File: src/rtl/demux_1_4_serial_dispatcher_pkg.sv
// demux_1_4_serial_dispatcher_pkg: shared state encoding and default sizes for the demux feeder
package demux_1_4_serial_dispatcher_pkg;
  typedef enum logic [1:0] {IDLE = 2'd0, SHIFT = 2'd1, GAP = 2'd2} state_t;
  localparam int DEF_DATA_W = 8;
  localparam int DEF_NUM_CH = 4;
  localparam int DEF_HOLD_CYCLES = 1;
endpackage

File: src/rtl/demux_1_4_serial_dispatcher_bit_hold_timer.sv
// demux_1_4_serial_dispatcher_bit_hold_timer: per-bit hold down-counter with one-cycle expire
module demux_1_4_serial_dispatcher_bit_hold_timer #(
  parameter int HOLD_CYCLES = 1
) (
  input  logic clk,
  input  logic rst,
  input  logic load,
  input  logic en,
  output logic expire
);
  localparam int CW = HOLD_CYCLES > 1 ? $clog2(HOLD_CYCLES) : 1;
  localparam logic [CW-1:0] TOP = CW'(HOLD_CYCLES - 1);
  logic [CW-1:0] cnt;
  assign expire = en && cnt == '0;
  // reload at every bit boundary so each bit gets a fresh hold window
  always_ff @(posedge clk)
    if (rst) cnt <= '0;
    else if (load || expire) cnt <= TOP;
    else if (en) cnt <= cnt - 1'b1;
endmodule

File: src/rtl/demux_1_4_serial_dispatcher.sv
// demux_1_4_serial_dispatcher: serializes a word LSB-first with a one-hot lane select for the 1:4 demux
module demux_1_4_serial_dispatcher
  import demux_1_4_serial_dispatcher_pkg::*;
#(
  parameter int DATA_W = DEF_DATA_W,
  parameter int NUM_CH = DEF_NUM_CH,
  parameter int HOLD_CYCLES = DEF_HOLD_CYCLES
) (
  input  logic                      i_clk,
  input  logic                      i_rst,
  input  logic                      i_valid,
  output logic                      o_ready,
  input  logic [DATA_W-1:0]         i_data,
  input  logic [$clog2(NUM_CH)-1:0] i_ch,
  output logic                      o_a,
  output logic [NUM_CH-1:0]         o_sel_code,
  output logic                      o_busy,
  output logic                      o_done,
  output logic                      o_err
);
  localparam int BW = DATA_W > 1 ? $clog2(DATA_W) : 1;
  state_t state, state_n;
  logic [DATA_W-1:0] sh;
  logic [BW-1:0] bit_cnt;
  logic err_l, accept, expire, last, ch_ok;
  assign accept = i_valid && state == IDLE;
  assign last = expire && bit_cnt == BW'(DATA_W - 1);
  assign ch_ok = 32'(i_ch) < NUM_CH;
  assign o_ready = state == IDLE;
  assign o_busy = state != IDLE;
  assign o_a = sh[0];
  demux_1_4_serial_dispatcher_bit_hold_timer #(.HOLD_CYCLES(HOLD_CYCLES)) u_timer (
    .clk(i_clk),
    .rst(i_rst),
    .load(accept),
    .en(state == SHIFT),
    .expire(expire)
  );
  // state register
  always_ff @(posedge i_clk)
    state <= i_rst ? IDLE : state_n;
  // IDLE -> SHIFT on accept, SHIFT -> GAP after the last bit's hold, GAP always returns to IDLE
  always_comb
    state_n = state == IDLE ? (accept ? SHIFT : IDLE) : state == SHIFT ? (last ? GAP : SHIFT) : IDLE;
  // shift register, bit counter and lane select; sh is cleared when the word ends so o_a idles low
  always_ff @(posedge i_clk)
    if (i_rst) begin
      sh <= '0;
      bit_cnt <= '0;
      o_sel_code <= '0;
      err_l <= 1'b0;
      o_done <= 1'b0;
      o_err <= 1'b0;
    end else begin
      o_done <= last;
      o_err <= last && err_l;
      if (accept) begin
        sh <= i_data;
        o_sel_code <= ch_ok ? NUM_CH'(1) << i_ch : '0;
        err_l <= !ch_ok;
      end else if (last) begin
        sh <= '0;
        bit_cnt <= '0;
        o_sel_code <= '0;
      end else if (expire) begin
        sh <= sh >> 1;
        bit_cnt <= bit_cnt + 1'b1;
      end
    end
endmodule

File: config.mk
export PLATFORM = sky130hd
export DESIGN_NAME = demux_1_4_serial_dispatcher
export DESIGN_NICKNAME = d
export VERILOG_FILES = /design/src/rtl/demux_1_4_serial_dispatcher_pkg.sv /design/src/rtl/demux_1_4_serial_dispatcher_bit_hold_timer.sv /design/src/rtl/demux_1_4_serial_dispatcher.sv
export SDC_FILE = /design/constraint.sdc
export NUM_CORES = 1
export LEC_CHECK = 0
export CAP_MARGIN = 10
export CORE_MARGIN = 4
export CORE_UTILIZATION = 50
export CTS_BUF_LIST = sky130_fd_sc_hd__clkbuf_16
export DETAILED_ROUTE_END_ITERATION = 12
export GPL_ROUTABILITY_DRIVEN = 0
export MAX_ROUTING_LAYER = met4
export PLACE_DENSITY = 0.88
export SKIP_CTS_REPAIR_TIMING = 1
export SLEW_MARGIN = 20
export SYNTH_ARGS = -nofsm -noshare
export SYNTH_HDL_FRONTEND = slang
export SYNTH_SLANG_ARGS = --single-unit
File: constraint.sdc
create_clock -name i_clk -period 3.5 [get_ports i_clk]
set_input_delay 0.875 -clock i_clk [delete_from_list [all_inputs] [get_ports i_clk]]
set_output_delay 0.875 -clock i_clk [all_outputs]
set_load 0.01 [all_outputs]
== Yosys cells after proc, flatten, opt, wreduce, memory -nomap -nowiden ==
Cells that the tools add are included.
Widths: inputs -> output; s select.

* Register bits: 19
* Input bits: 13
* Output and inout port bits: 9
* Word-level logic and storage cells: 35

* Add/subtract/negate cells: 2
* Eq/ne operators: 2
* Shift operators: 1
* Multiplexer cells: 11
* Bitwise gates (word level): 2
* Reductions and logical operators: 11

{| class="wikitable"
|+ Operators by type and width
! cell !! number
|-
| $mux 8 || 3
|-
| $mux 4 || 2
|-
| $mux 2 || 3
|-
| $mux 3 || 2
|-
| $reduce_bool 2->1 || 3
|-
| $shl 1x2->4 const A || 1
|-
| $add 3x1->3 const B || 1
|-
| $eq 3x3->1 const B || 1
|-
| $logic_and 1x1->1 || 3
|-
| $reduce_bool 3->1 || 1
|-
| $eq 2x1->1 const B || 1
|-
| $logic_not 2->1 || 1
|-
| $not 1->1 || 2
|-
| $reduce_and 2->1 || 1
|-
| $reduce_or 2->1 || 1
|-
| $logic_or 1x1->1 || 1
|-
| $mux 1 || 1
|-
| $sub 1x1->1 const B || 1
|}

== Longest topological paths before layout ==
Gate-level depths: netlist (run 1).

* Depth after elaboration: 6
* Mapped depth: 5
* Depth with buffers taken out: 5

== Modules after synthesis ==
From an unflattened synthesis (run 1), not the netlist that was laid out.

* Cells, all modules: 88
* Area, all modules: 863.3 um^2

{| class="wikitable"
|+ By module, submodules not included
! module !! instances !! cells each !! area each (um^2) !! sequential area each (um^2)
|-
| demux_1_4_serial_dispatcher || 1 || 85 || 822.0 || 360.3
|-
| demux_1_4_serial_dispatcher_bit_hold_timer || 1 || 3 || 41.3 || 20.0
|}

== Least setup slack after synthesis (run 1) ==
Ideal clock, no wire load.

* Path kind: input to register
* Start point: input i_valid
* End point: register o_sel_code[0]
* Library setup time: 0.059 ns
* Data arrival time: 1.850 ns
* Data required time: 3.441 ns
* Path slack: 1.591 ns
* Stages: 4
* Buffers on the path: 1
* Cell sequence: clkbuf_1 -> or3b_2 -> nor3_1 -> a22o_1

* Word-level cells in the longest chain between the ends: 2
* Elaborated cells between the ends (all ways): 3
* Those cells by class: 1 x mux; 2 x reduce/logical

{| class="wikitable"
|+ Ends and longest elaborated chain
! what !! RTL line !! text
|-
| from (decl) || demux_1_4_serial_dispatcher.sv:11 || <nowiki>input logic i_valid,</nowiki>
|-
| $logic_and 1x1->1 (*) || demux_1_4_serial_dispatcher.sv:26 || <nowiki>assign accept = i_valid && state == IDLE;</nowiki>
|-
| $mux 4 or $reduce_bool 2->1 (tied branches) || -- ||
|-
| to (signal assigned) || demux_1_4_serial_dispatcher.sv:59 || <nowiki>o_sel_code <= ch_ok ? NUM_CH'(1) << i_ch : '0;</nowiki>
|-
| to (decl) || demux_1_4_serial_dispatcher.sv:16 || <nowiki>output logic [NUM_CH-1:0] o_sel_code,</nowiki>
|}

Every way passes the cells marked *; elsewhere a longest branch is shown, timed or not.
A chain may end at the register's enable or synchronous reset.

== Worst setup path in the final report (run 1) ==
* Start point: register state[1]
* End point: output o_ready

* Word-level cells in the longest chain between the ends: 1

{| class="wikitable"
|+ Ends and longest elaborated chain
! what !! RTL line !! text
|-
| from (decl) || demux_1_4_serial_dispatcher.sv:22 || <nowiki>state_t state, state_n;</nowiki>
|-
| from (signal assigned) || demux_1_4_serial_dispatcher.sv:41 || <nowiki>state <= i_rst ? IDLE : state_n;</nowiki>
|-
| $logic_not 2->1 || demux_1_4_serial_dispatcher.sv:29 || <nowiki>assign o_ready = state == IDLE;</nowiki>
|-
| to (decl) || demux_1_4_serial_dispatcher.sv:12 || <nowiki>output logic o_ready,</nowiki>
|}

No other way between the ends.

==> results of run 1 <==
## per-stage QoR
step | instances | util, % | worst slack, ns | hold WS [ns]
2_1_floorplan | 93 | - | 1.59 | 0.445
3_3_place_gp | 123 | 67.9 | 0.976 | 0.452
3_5_place_dp | 123 | 67.9 | 0.904 | 0.465
4_1_cts | 127 | 73.0 | 0.993 | 0.478
5_1_grt | 127 | 73.0 | 0.887 | 0.504
6_report | 127 | 73.0 | 0.975 | 0.471
## layer usage
layer	share of wire, %	track usage (%)	up-vias
met1	43	19.6	380
li1	-	-	379
met4	3.1	11.1	0
met5	0	-	-
met3	7.3	3.92	8
met2	47	29.7	42
## cell type report
cell class / count / share of cell area, %
Sequential cell: 19 / 33.0
Tap cell: 16 / 1.74
Timing Repair Buffer: 21 / 18.0
Clock inverter: 1 / 0.435
Inverter: 2 / 0.652
Clock buffer: 3 / 6.52
Multi-Input combinational cell: 65 / 39.6
## layout by cell type, fill, tap and decap left out
cell             netlist  layout
nor2_1                 6       6
or3b_1                 2       2
ha_1                   2       2
a21oi_1                9       9
mux2i_1                1       1
nor3b_1                4       4
a22o_1                 2       2
a221oi_1               1       1
a2111oi_0              1       1
nand3_1                2       2
a221o_1                6       6
a21oi_2                1       1
nor3_2                 1       1
clkinv_2               0       1
nor2b_1                3       3
or2_2                  1       1
conb_1                 1       1
inv_1                  2       2
nand2b_1               6       6
dfxtp_1               19      19
a21o_1                 1       1
a31oi_1                1       1
or3b_2                 1       1
or3_1                  1       1
clkbuf_16              0       3
a32o_1                 2       2
buf_4                  1       1
nor3_1                 1       1
a32oi_1                1       1
nand3b_1               6       6
clkdlybuf4s50_1        0      20
nand2_1                2       2
## kinds of logic (layout without fill, tap and decap cells)
kind of cell               after synthesis  count (layout)  share of synthesized area [%]
DFF                                     19              19                           43.2
and+or+nand+nor                         36              36                           25.6
muxes                                    1               1                           1.14
AOI/OAI and AO/OA                       25              25                           21.7
adders and majority gates                2               2                           2.84
buffers and inverters                    9              27                           5.11
other                                    1               1                          0.426
## flip-flops by register name, indices dropped and copies added, names as in the netlist
register and cells:
sh 8, o_sel_code 4, bit_cnt 3, state 2, o_done 1, u_timer.cnt 1
## worst max-delay path: stages, from the launching register on
cell and delay, ns:
dfxtp_1 0.44, nor2_1 0.35, clkdlybuf4s50_1 0.61
## report_power, final
part / internal [mW] / total (mW) / switching (mW)
clock network: 0.153 / 0.231 / 0.0779
registers: 0.226 / 0.235 / 0.00813
logic: 0.0344 / 0.0620 / 0.0275
## worst max path at each step
stage	startpoint	end	slack [ns]	cells after the start
finish	state[1]$_SDFF_PP0_	o_ready	0.97	2
global route	state[1]$_SDFF_PP0_	o_ready	0.89	2
CTS	state[1]$_SDFF_PP0_	o_ready	0.99	2
detailed placement	i_valid	o_sel_code[0]$_SDFFE_PP0P_	0.90	5
global placement	i_valid	o_sel_code[2]$_SDFFE_PP0P_	0.98	5
floorplan	i_valid	o_sel_code[0]$_SDFFE_PP0P_	1.59	4
==> results_dict.tcl, run 1 <==
set metrics [dict create \
    r2r_setup_slack_ns 1.74 \
    setup_tns_ns 0 \
    slew_viol_final 0 \
    grt_max_degree 16 \
    path_clk_slew_ns 0.05 \
    routed_wirelength_um 2000 \
    nFillCells 123 \
    drt_first_iter_violations 19 \
    cts-root-buf "clkbuf_16" \
    r2r_end "o_sel_code[0]$_SDFFE_PP0P_" \
    drive_gt1_share_pct 8.11 \
    critPathArrivalTime_ns 1.65 \
    netlist_instances 93 \
    antenna_left 0 \
    pin_count 22 \
    rows 14 \
    final.period_utilization_pct 72.1 \
    dieArea_um2 2500 \
    avgSynthCellArea_um2 9.47 \
    grt_overflow 0 \
    antenna_found_initial 0 \
    hpwlAfterDp_um 1340 \
    viasPerCell 6.37 \
    netlist_top_cells_count "dfxtp_1, a21oi_1" \
    crit_required_ns 2.62 \
    port-buffer-count 20 \
    yosysWarnings 0 \
    fmax_mhz 396 \
    fin_skew_ns 0.00383 \
    synth_fp_nets 108 \
    synth-main-ff-cell "dfxtp_1" \
    drv_cap 0 \
    place_area_um2 1070 \
    grt.total_usage_pct 18.0 \
    synthArstFlopShare_pct 0 \
    start_util_pct 55.9 \
    syn_to_final_growth_pct 30.7 \
    holdPathStages 2 \
    multi_input_area_um2 455 \
    wire_per_inst_um 15.7 \
    worstReg2RegStart "bit_cnt[0]$_SDFFE_PP0P_" \
    synth_area_leaders "dfxtp_1, a221o_1, a21oi_1" \
    yosysSeqAreaShare_pct 43.2 \
    drc_errors 0 \
    irDropWorstVdd_mv 0.307 \
    ys_types 31 \
    critPathLaunchType "flop" \
    status "finished clean" \
    min_period_ns 2.53 \
    min_path_type "reg2reg" \
    core_um2 1580 \
    crit_type "reg2out" \
    grt_pass1_wl_um 3460 \
    hold_start "bit_cnt[0]$_SDFFE_PP0P_" \
    cts_tree "done" \
    seq_area_um2 380 \
    p_per_area_nw_per_um2 458 \
    crit_path_max_fanout 14 \
    p_leak_nw 0.443 \
    clkSinkCount 19 \
    final_cell_area_um2 1150 \
    rsz0062_at_grt "no" \
    die_w_um 50.0 \
    end_kind "output pin" \
    synth_top_area_cell "dfxtp_1" \
    yosysMostFrequentCell "dfxtp_1" \
    grt_pass1_vias 839 \
    synth_seq_cells 19 \
    setup_viol 0 \
    num_vias 809 \
    finalNetCount 127 \
    synth_top_area_share_pct 43.2 \
    fp.dieH_um 50.0 \
    dr.pass1.iters 4 \
    finalPower_mw 0.527 \
    cts_buffers 3 \
    synth_edf_count 0 \
    worstMarginPinSlew_ns 0.516 \
    relSlewSlack_pct 65.5 \
    reg2reg_depth 5 \
    h-tree-depth 1 \
    finalHoldViolations 0 \
    diodes 0 \
    min_to "bit_cnt[0]$_SDFFE_PP0P_" \
    synth.cell_area_um2 881 \
    clk_latency_ns 0.25 \
    clk_path_buf_depth 2 \
]
Power figures use the tool's default switching activity.
==> inputs of run 2 (changes only) <==
- CORE_UTILIZATION: 50 -> 47
- PLACE_DENSITY: 0.88 -> 0.84
- clock period: 3.5 -> 2.35 ns (I/O delays scaled with it)
==> run 2 against run 1 <==
Effect of this change: count of clock-buffer cells in the layout is the same; non-clock buffer count grew 2; first-iteration DRC count shrank 58%; design area grew 2.2%; total power grew 48%; utilization shrank 5.6 points; critical path type unchanged; highest routed layer unchanged.
==> results_dict.tcl, run 2 (same netlist as run 1, synthesis figures left out) <==
set metrics [dict create \
    routed_wirelength_um 2000 \
    final.period_utilization_pct 90.1 \
    reg2reg_depth 5 \
    irDropWorstVdd_mv 0.390 \
    r2r_end "o_sel_code[0]$_SDFFE_PP0P_" \
    clk_path_buf_depth 2 \
    fp.dieH_um 51.3 \
    grt_overflow 0 \
    path_clk_slew_ns 0.05 \
    syn_to_final_growth_pct 33.5 \
    grt_pass1_vias 730 \
    fmax_mhz 472 \
    place_area_um2 1100 \
    holdPathStages 1 \
    crit_required_ns 1.76 \
    r2r_setup_slack_ns 0.64 \
    cts-root-buf "clkbuf_16" \
    viasPerCell 5.46 \
    fin_skew_ns 0.00279 \
    hold_start "o_sel_code[3]$_SDFFE_PP0P_" \
    core_um2 1750 \
    worstMarginPinSlew_ns 0.509 \
    relSlewSlack_pct 66.0 \
    grt_max_degree 18 \
    clk_latency_ns 0.25 \
    grt_pass1_wl_um 3300 \
    worstReg2RegStart "bit_cnt[0]$_SDFFE_PP0P_" \
    port-buffer-count 20 \
    h-tree-depth 1 \
    critPathArrivalTime_ns 1.53 \
    end_kind "output pin" \
    rsz0062_at_grt "no" \
    pin_count 22 \
    critPathLaunchType "flop" \
    antenna_found_initial 0 \
    cts_buffers 3 \
    finalNetCount 129 \
    setup_tns_ns 0 \
    min_to "o_sel_code[3]$_SDFFE_PP0P_" \
    finalHoldViolations 0 \
    status "finished clean" \
    drt_first_iter_violations 8 \
    p_leak_nw 0.455 \
    drc_errors 0 \
    setup_viol 0 \
    drive_gt1_share_pct 8.85 \
    largest_register_ff_count 8 \
    grt.total_usage_pct 16.8 \
    p_per_area_nw_per_um2 666 \
    wire_per_inst_um 14.5 \
    min_path_type "reg2reg" \
    final_cell_mix "clkdlybuf4s50_1, dfxtp_1, a21oi_1" \
    diodes 0 \
    rows 15 \
    final_common_cell "clkdlybuf4s50_1" \
    dr.pass1.iters 4 \
    slew_viol_final 0 \
    crit_path_max_fanout 8 \
    cts_tree "done" \
    hpwlAfterDp_um 1440 \
    num_vias 753 \
    drv_cap 0 \
    die_w_um 51.3 \
    crit_type "reg2out" \
    final_cell_area_um2 1180 \
    clkSinkCount 19 \
    top_regs "sh: 8 flops, o_sel_code: 4 flops, bit_cnt: 3 flops" \
    min_period_ns 2.12 \
    nFillCells 146 \
    largest-register "sh" \
    start_util_pct 50.5 \
    dieArea_um2 2630 \
    antenna_left 0 \
]
[run 2: cell count changes in the layout (fill, tap and decap cells not counted)]
cell,previous run,this run
inv_1,2,3
clkinv_2,1,0
buf_4,1,3
[run 2: layer usage]
layer / track usage (%) / up-vias / share of wire, %
met2: 28.3 / 20 / 50
li1: - / 384 / -
met4: 6.99 / 0 / 1.9
met1: 20.4 / 343 / 44
met3: 2.04 / 6 / 4.2
met5: - / - / 0
[run 2: worst max path at each step]
stage                             start                          to  slack [ns]  cells past startpoint
finish              state[0]$_SDFF_PP0_                     o_ready        0.23                      2
global route        state[0]$_SDFF_PP0_                     o_ready        0.16                      2
CTS                 state[0]$_SDFF_PP0_                     o_ready        0.23                      2
detailed placement                i_rst          sh[1]$_SDFFE_PP0P_        0.36                      3
global placement                  i_rst          sh[1]$_SDFFE_PP0P_        0.38                      3
floorplan                       i_valid  o_sel_code[0]$_SDFFE_PP0P_        0.73                      4
[run 2: report_power, final]
group          internal, mW  leakage, nW  switching (mW)
logic                0.0525        0.257          0.0422
clock network         0.226       0.0423           0.113
registers             0.337        0.155          0.0116
total                 0.616        0.455           0.167
[run 2: layout make-up]
| class | count | area, um2 | area share, % |
|---|---|---|---|
| multi-input cells | 65 | 455 | 38.7 |
| flip-flops and latches | 19 | 380 | 32.3 |
| repair buffers | 23 | 223 | 18.9 |
| clock buffers | 3 | 75.1 | 6.38 |
| well taps | 25 | 31.3 | 2.66 |
| inverters | 2 | 7.51 | 0.638 |
| clock inverters | 1 | 3.75 | 0.319 |
[run 2: per-stage QoR]
step	total power, mW	instances	utilization (%)	worst slack [ns]	hold WS [ns]
detailed placement	0.450	134	62.9	0.355	0.467
floorplan	0.406	93	-	0.729	0.445
global placement	0.446	134	62.9	0.379	0.452
CTS	0.786	138	67.4	0.231	0.480
global route	0.811	138	67.4	0.160	0.500
finish	0.783	138	67.4	0.232	0.476
[run 2: critical path: stages (launching register included)]
cell and delay [ns]:
dfxtp_1 0.37, nor2_1 0.31, clkdlybuf4s50_1 0.61
==> inputs of run 3 (changes only) <==
- TNS_END_PERCENT: default -> 30
==> results of run 3 <==
No change in the layout: final DEF, timing and power equal those of run 2.
